==> src/rtl/rtc_time_reader_if.sv <==
// Multiplexed address/data bus between the time reader (master) and the external RTC chip (slave).
interface rtc_time_reader_if;
    logic [7:0] ad_in;
    logic [7:0] ad_out;
    logic       ad_oe;
    logic       cs_n;
    logic       ad_sel;
    logic       wr_n;
    logic       rd_n;

    modport master (input ad_in, output ad_out, ad_oe, cs_n, ad_sel, wr_n, rd_n);
    modport slave  (output ad_in, input ad_out, ad_oe, cs_n, ad_sel, wr_n, rd_n);
endinterface

==> src/rtl/rtc_time_reader.sv <==
// Periodically sweeps the RTC hours/minutes/seconds registers over the multiplexed bus and
// publishes the three BCD bytes atomically to the hour-digit renderer.
module rtc_time_reader #(
    parameter int         T_PHASE   = 4,
    parameter int         POLL_CYC  = 50000000,
    parameter logic [7:0] ADDR_HOUR = 8'h23,
    parameter logic [7:0] ADDR_MIN  = 8'h22,
    parameter logic [7:0] ADDR_SEC  = 8'h21
) (
    input  logic               clk,
    input  logic               reset,
    input  logic               enable,
    rtc_time_reader_if.master  bus,
    output logic [7:0]         hour_in1,
    output logic [7:0]         hour_in2,
    output logic [7:0]         hour_in3,
    output logic               okmaquina,
    output logic               upd_pulse,
    output logic               bcd_err,
    output logic               busy
);
    typedef enum logic [2:0] {
        S_IDLE, S_ADDR, S_GAP1, S_READ, S_GAP2, S_UPDATE, S_WAIT
    } state_t;

    typedef enum logic [1:0] {IDX_HOUR, IDX_MIN, IDX_SEC} idx_t;

    localparam int PW = $clog2(T_PHASE);
    localparam int CW = (POLL_CYC > 2) ? $clog2(POLL_CYC) : 1;

    state_t        state, state_nxt;
    idx_t          idx, idx_nxt;
    logic [PW-1:0] phase_cnt;
    logic [CW-1:0] int_cnt;
    logic [7:0]    shadow [3];

    logic          phase_last;
    logic          cnt_done;
    logic          sweep_start;

    logic [7:0]    ad_out_d;
    logic          ad_oe_d, cs_n_d, ad_sel_d, wr_n_d, rd_n_d, busy_d;

    function automatic logic bcd_ok(input logic [7:0] b);
        return (b[7:4] <= 4'd9) && (b[3:0] <= 4'd9);
    endfunction

    function automatic logic [7:0] addr_of(input idx_t i);
        case (i)
            IDX_HOUR: return ADDR_HOUR;
            IDX_MIN:  return ADDR_MIN;
            default:  return ADDR_SEC;
        endcase
    endfunction

    assign phase_last  = (phase_cnt == PW'(T_PHASE - 1));
    assign cnt_done    = (int_cnt == CW'(POLL_CYC - 1));
    assign sweep_start = (state == S_IDLE || state == S_WAIT) && (state_nxt == S_ADDR);

    // NOTE: sequential state uses non-blocking assignments so every register samples pre-edge values.
    always_ff @(posedge clk or negedge reset) begin
        if (!reset) begin
            state     <= S_IDLE;
            idx       <= IDX_HOUR;
            phase_cnt <= '0;
        end else begin
            state     <= state_nxt;
            idx       <= idx_nxt;
            phase_cnt <= (state_nxt != state) ? '0 : phase_cnt + 1'b1;
        end
    end

    always_comb begin
        state_nxt = state;
        idx_nxt   = idx;
        case (state)
            S_IDLE: begin
                if (enable) begin
                    state_nxt = S_ADDR;
                    idx_nxt   = IDX_HOUR;
                end
            end
            S_ADDR: if (phase_last) state_nxt = S_GAP1;
            S_GAP1: if (phase_last) state_nxt = S_READ;
            S_READ: if (phase_last) state_nxt = S_GAP2;
            S_GAP2: begin
                if (phase_last) begin
                    if (idx == IDX_SEC) begin
                        state_nxt = S_UPDATE;
                    end else begin
                        state_nxt = S_ADDR;
                        idx_nxt   = idx_t'(idx + 1'b1);
                    end
                end
            end
            S_UPDATE: state_nxt = S_WAIT;
            S_WAIT: begin
                if (cnt_done) begin
                    state_nxt = enable ? S_ADDR : S_IDLE;
                    idx_nxt   = IDX_HOUR;
                end
            end
            default: state_nxt = S_IDLE;
        endcase
    end

    // Bus values are decoded from the next state so the registered strobes line up with the state.
    // NOTE: every combinational output gets a default first; no path may leave one unassigned (latch).
    always_comb begin
        ad_out_d = '0;
        ad_oe_d  = 1'b0;
        cs_n_d   = 1'b1;
        ad_sel_d = 1'b0;
        wr_n_d   = 1'b1;
        rd_n_d   = 1'b1;
        busy_d   = !(state_nxt == S_IDLE || state_nxt == S_WAIT);
        case (state_nxt)
            S_ADDR: begin
                cs_n_d   = 1'b0;
                wr_n_d   = 1'b0;
                ad_oe_d  = 1'b1;
                ad_out_d = addr_of(idx_nxt);
            end
            S_READ: begin
                cs_n_d   = 1'b0;
                ad_sel_d = 1'b1;
                rd_n_d   = 1'b0;
            end
            default: ;
        endcase
    end

    always_ff @(posedge clk or negedge reset) begin
        if (!reset) begin
            bus.ad_out <= '0;
            bus.ad_oe  <= 1'b0;
            bus.cs_n   <= 1'b1;
            bus.ad_sel <= 1'b0;
            bus.wr_n   <= 1'b1;
            bus.rd_n   <= 1'b1;
            busy       <= 1'b0;
        end else begin
            bus.ad_out <= ad_out_d;
            bus.ad_oe  <= ad_oe_d;
            bus.cs_n   <= cs_n_d;
            bus.ad_sel <= ad_sel_d;
            bus.wr_n   <= wr_n_d;
            bus.rd_n   <= rd_n_d;
            busy       <= busy_d;
        end
    end

    // Saturates at POLL_CYC-1 so short intervals give a 1-cycle WAIT instead of wrapping.
    always_ff @(posedge clk or negedge reset) begin
        if (!reset) begin
            int_cnt <= '0;
        end else if (sweep_start) begin
            int_cnt <= '0;
        end else if (!cnt_done) begin
            int_cnt <= int_cnt + 1'b1;
        end
    end

    // NOTE: the shadow array is reset explicitly; UPDATE must never see power-up garbage.
    always_ff @(posedge clk or negedge reset) begin
        if (!reset) begin
            for (int i = 0; i < 3; i++) shadow[i] <= '0;
        end else if (state == S_READ && phase_last) begin
            shadow[idx] <= bus.ad_in;
        end
    end

    always_ff @(posedge clk or negedge reset) begin
        if (!reset) begin
            hour_in1  <= '0;
            hour_in2  <= '0;
            hour_in3  <= '0;
            okmaquina <= 1'b0;
            upd_pulse <= 1'b0;
            bcd_err   <= 1'b0;
        end else begin
            upd_pulse <= 1'b0;
            if (state == S_UPDATE) begin
                if (bcd_ok(shadow[0]) && bcd_ok(shadow[1]) && bcd_ok(shadow[2])) begin
                    hour_in1  <= shadow[0];
                    hour_in2  <= shadow[1];
                    hour_in3  <= shadow[2];
                    upd_pulse <= 1'b1;
                    okmaquina <= 1'b1;
                end else begin
                    bcd_err   <= 1'b1;
                end
            end
        end
    end

endmodule

==> src/flat_wrapper.sv <==
// flat-port wrapper written by rule: the top's interface ports become plain ports
module rtc_time_reader_flat 
#(
    parameter int         T_PHASE   = 4,
    parameter int         POLL_CYC  = 50000000,
    parameter logic [7:0] ADDR_HOUR = 8'h23,
    parameter logic [7:0] ADDR_MIN  = 8'h22,
    parameter logic [7:0] ADDR_SEC  = 8'h21
)
  (clk, reset, enable, hour_in1, hour_in2, hour_in3, okmaquina, upd_pulse, bcd_err, busy, bus_ad_in, bus_ad_out, bus_ad_oe, bus_cs_n, bus_ad_sel, bus_wr_n, bus_rd_n);
  rtc_time_reader_if bus_i ();
  input  logic clk;
  input  logic reset;
  input  logic enable;
  output logic [7:0] hour_in1;
  output logic [7:0] hour_in2;
  output logic [7:0] hour_in3;
  output logic okmaquina;
  output logic upd_pulse;
  output logic bcd_err;
  output logic busy;
  input wire logic [$bits(bus_i.ad_in)-1:0] bus_ad_in;
  output wire logic [$bits(bus_i.ad_out)-1:0] bus_ad_out;
  output wire logic [$bits(bus_i.ad_oe)-1:0] bus_ad_oe;
  output wire logic [$bits(bus_i.cs_n)-1:0] bus_cs_n;
  output wire logic [$bits(bus_i.ad_sel)-1:0] bus_ad_sel;
  output wire logic [$bits(bus_i.wr_n)-1:0] bus_wr_n;
  output wire logic [$bits(bus_i.rd_n)-1:0] bus_rd_n;
  assign bus_i.ad_in = bus_ad_in;
  assign bus_ad_out = bus_i.ad_out;
  assign bus_ad_oe = bus_i.ad_oe;
  assign bus_cs_n = bus_i.cs_n;
  assign bus_ad_sel = bus_i.ad_sel;
  assign bus_wr_n = bus_i.wr_n;
  assign bus_rd_n = bus_i.rd_n;
  rtc_time_reader #(.T_PHASE(T_PHASE), .POLL_CYC(POLL_CYC), .ADDR_HOUR(ADDR_HOUR), .ADDR_MIN(ADDR_MIN), .ADDR_SEC(ADDR_SEC)) u_core (.clk(clk), .reset(reset), .enable(enable), .bus(bus_i), .hour_in1(hour_in1), .hour_in2(hour_in2), .hour_in3(hour_in3), .okmaquina(okmaquina), .upd_pulse(upd_pulse), .bcd_err(bcd_err), .busy(busy));
endmodule
==> config.mk <==
export PLATFORM = sky130hd
export DESIGN_NAME = rtc_time_reader_flat
export DESIGN_NICKNAME = d
export VERILOG_FILES = /design/src/rtl/rtc_time_reader_if.sv /design/src/rtl/rtc_time_reader.sv /design/src/flat_wrapper.sv
export SDC_FILE = /design/constraint.sdc
export NUM_CORES = 1
export LEC_CHECK = 0
export BUFFER_PORTS_ARGS = -buffer_cell sky130_fd_sc_hd__buf_4
export CORE_ASPECT_RATIO = 1.75
export CORE_UTILIZATION = 60
export CTS_BUF_LIST = sky130_fd_sc_hd__clkbuf_2
export DETAILED_ROUTE_END_ITERATION = 8
export PLACE_DENSITY = 0.82
export REMOVE_ABC_BUFFERS = 1
export SKIP_CTS_REPAIR_TIMING = 1
export SYNTH_ARGS = -nofsm -noshare
export SYNTH_HDL_FRONTEND = slang
export SYNTH_SLANG_ARGS = --single-unit
==> constraint.sdc <==
create_clock -name clk -period 5.65 [get_ports clk]
set_clock_uncertainty 0.2 [all_clocks]
set_input_delay 0.8475 -clock clk [delete_from_list [all_inputs] [get_ports clk]]
set_output_delay 0.8475 -clock clk [all_outputs]
set_load 0.03 [all_outputs]
==> results.cfg <==
[placed_design]
hpwl_um = 5770
placed_cells = 477
port_buffers = 46
globalplace.congestion = 0.820

[critical_path]
startpoint = u_core.shadow[9]
start_kind = register
cpMaxStageDelayCell = nor4_4
reg2reg_to = u_core.hour_in3[2]
crit_arrival_ns = 2.89
ff2ff_path_depth = 5
cp_max_fo = 17
crit_type = reg2reg
crit_end = u_core.hour_in3[2]
cp-end-kind = register
r2r_start = u_core.shadow[9]
reg2reg_setup_slack_ns = 3.01
critical_path_required_ns = 5.90
path_cells = o21ai_0, nand4_1, nor4_4, buf_4, mux2_2
slowest_delay_ns = 0.59

[pwr]
power_frac_seq = 0.482
leakage_nw = 2.20
power.switching_fraction = 0.387
ir_drop_uv = 320
power_frac_comb = 0.372
p_per_area_nw_per_um2 = 449
power.switching_w = 0.000803
internal_power_w = 0.00127
clkPwrFrac = 0.146

[routing]
drt_iter0_markers = 177
drcViolationCount = 0
finalWirelength_um = 7990
vias = 2833
via_per_inst = 5.77
wl_per_cell_um = 16.3
final_antenna_net_count = 0
drt_first_pass_iters = 4

[outcome]
violations = hold timing
outcome = finished with violations

[cells_and_area]
diodes = 0
fin_nets = 422
drive_above_1_share = 0.301
final_cells = 491
syn_to_final_growth_pct = 11.6
final_util = 0.701

[logic_synthesis]
yosysMostFrequentCell = dfrtp_1
ys_seq_elements = 92
ys.flop_type = dfrtp_1
ys_async_sr_fraction = 1.00
yosys-top-cells-area = dfrtp_1 54%, mux2_2 13%, xor2_1 2.8%, nor2_1 2.7%, nand2_1 2.4%
synth_edf_count = 0
syn_avg_cell_area_um2 = 11.6
yosysTopAreaCellShare = 0.538
yosysTopAreaCell = dfrtp_1
seq_area_frac_synth = 0.557
synth_common_cells = 89 x dfrtp_1, 47 x mux2_2, 30 x nor2_1
netlist_area_um2 = 4140
yosys_warnings = 0
syn_inst = 358
yosysUniqueCellTypes = 46

[clock_tree]
clock-sinks = 92
cts_root_buf = clkbuf_2
clockBufferDepth = 2
insertion_delay_ns = 0.57
cts_tree = built
htree_num_levels = 3
clkTransAtPathRegs_ns = 0.24
numCtsBuffers = 9

[global_route]
grt_max_degree = 54
grt_pass1_vias = 2880
antenna_found_initial = 0
track_usage = 0.245
grt_overflow_total = 0
grt_pass1_wl_um = 13400

[timing]
timing.final.crit_share = 0.467
whs_ns = -0.00803
setup_viol = 0
rsz0062_at_grt = false
hold_viol = 6
finalSetupTns_ns = 0
fin_crit_ns = 2.64
report.final.slew_viol_count = 0
fmax_mhz = 379
worst_pin_slew_ns = 0.779
slew_headroom = 0.477

[flow_run]
max-cap-violations = 0

[floorplan]
core_area_um2 = 6590
ioPinCount = 52
die_x_um = 64.8
rows = 39
die_y_um = 112
start_util = 0.628
dieArea_um2 = 7250

[min_path]
min_path_type = in2async
==> metrics by stage <==
| stage | instance area (um2) | setup slack, ns | hold slack [ns] | total power, W |
|---|---|---|---|---|
| after detailed placement | 4520 | 3.03 | 0.232 | 0.00179 |
| after global routing | 4620 | 2.91 | 0.00583 | 0.00219 |
| after CTS | 4620 | 3.01 | -0.00961 | 0.00209 |
| after floorplan | 4050 | 3.11 | 0.209 | 0.00150 |
| after global placement | 4520 | 3.06 | 0.223 | 0.00176 |
| final | 4620 | 3.01 | -0.00803 | 0.00207 |
==> layer usage <==
layer / global-route usage / vias to the layer above / wire (um)
met5: 0 / - / 0
met4: 0.0993 / 0 / 158
met3: 0.0543 / 10 / 292
met2: 0.430 / 75 / 4460
met1: 0.281 / 1413 / 3080
li1: - / 1335 / -
==> cell usage in the layout (no fill, tap or decap), drive strengths merged <==
master and count:
o31ai 1, ha 5, mux2 48, and2 6
and3 7, a31o 1, or3 3, nor2b 5
bufinv 1, o211ai 2, a211oi 1, a21oi 10
xor2 13, nand4 8, and3b 1, nand2 27
nand3 17, conb 5, dfstp 3, a21o 1
buf 49, o22ai 3, xnor2 7, a22o 1
or3b 1, nand2b 4, nor4b 1, a2bb2oi 1
inv 7, a31oi 4, clkinv 2, dfrtp 89
nor4 2, clkbuf 11, nor3 8, or2 4
and4 5, o21ai 15, nor2 30
==> cells by family after synthesis <==
family	count (synthesis)	synth area share
muxes	48	0.131
buffers and inverters	23	0.0308
xor gates and xnor gates	20	0.0423
other	1	0.000906
and+or+nand+nor	129	0.167
DFF	92	0.557
AOI/OAI and AO/OA	40	0.0562
adders and majority gates	5	0.0151
==> how the worst min path moves through the flow <==
stage                               end                 from  slack [ns]  cells after the start
floorplan           u_core.phase_cnt[0]  u_core.phase_cnt[0]        0.21                      1
global placement    u_core.phase_cnt[0]  u_core.phase_cnt[0]        0.22                      1
global route          u_core.int_cnt[3]                reset       0.006                      1
finish                u_core.int_cnt[3]                reset      -0.008                      1
CTS                   u_core.int_cnt[3]                reset       -0.01                      1
detailed placement  u_core.phase_cnt[0]  u_core.phase_cnt[0]        0.23                      1
==> sequential cells by signal, indices dropped and copies added, names as in the netlist, 2 cells and up <==
name and count:
u_core.bus.ad_out 3, u_core.hour_in1 8, u_core.hour_in2 8, u_core.hour_in3 8, u_core.idx 2, u_core.int_cnt 26
u_core.phase_cnt 2, u_core.shadow 24, u_core.state 3
==> critical path, delay by kind of cell, from the launching register on <==
family	cells	cell delay, ns
AND/OR/NAND/NOR	2	0.83
flip-flops	1	0.43
buffers and inverters	1	0.37
AO/OA/AOI/OAI	1	0.36
multiplexers	1	0.36
==> layout make-up <==
cell class / count / area, um2
Timing Repair Buffer: 49 / 368
Sequential cell: 92 / 2310
Clock inverter: 3 / 40.0
Inverter: 7 / 26.3
Multi-Input combinational cell: 247 / 1720
Fill cell: 491 / 1970
Tap cell: 82 / 103
Clock buffer: 11 / 55.1
==> power groups by stage <==
stage | sequential, W | clock, W | combinational [W]
3_3_place_gp | 0.00100 | 0 | 0.000758
5_1_grt | 0.00103 | 0.000335 | 0.000831
3_5_place_dp | 0.00101 | 0 | 0.000776
2_1_floorplan | 0.00117 | 0 | 0.000331
6_report | 0.000999 | 0.000303 | 0.000771
4_1_cts | 0.000997 | 0.000314 | 0.000778
(Power assumes the default switching activity.)
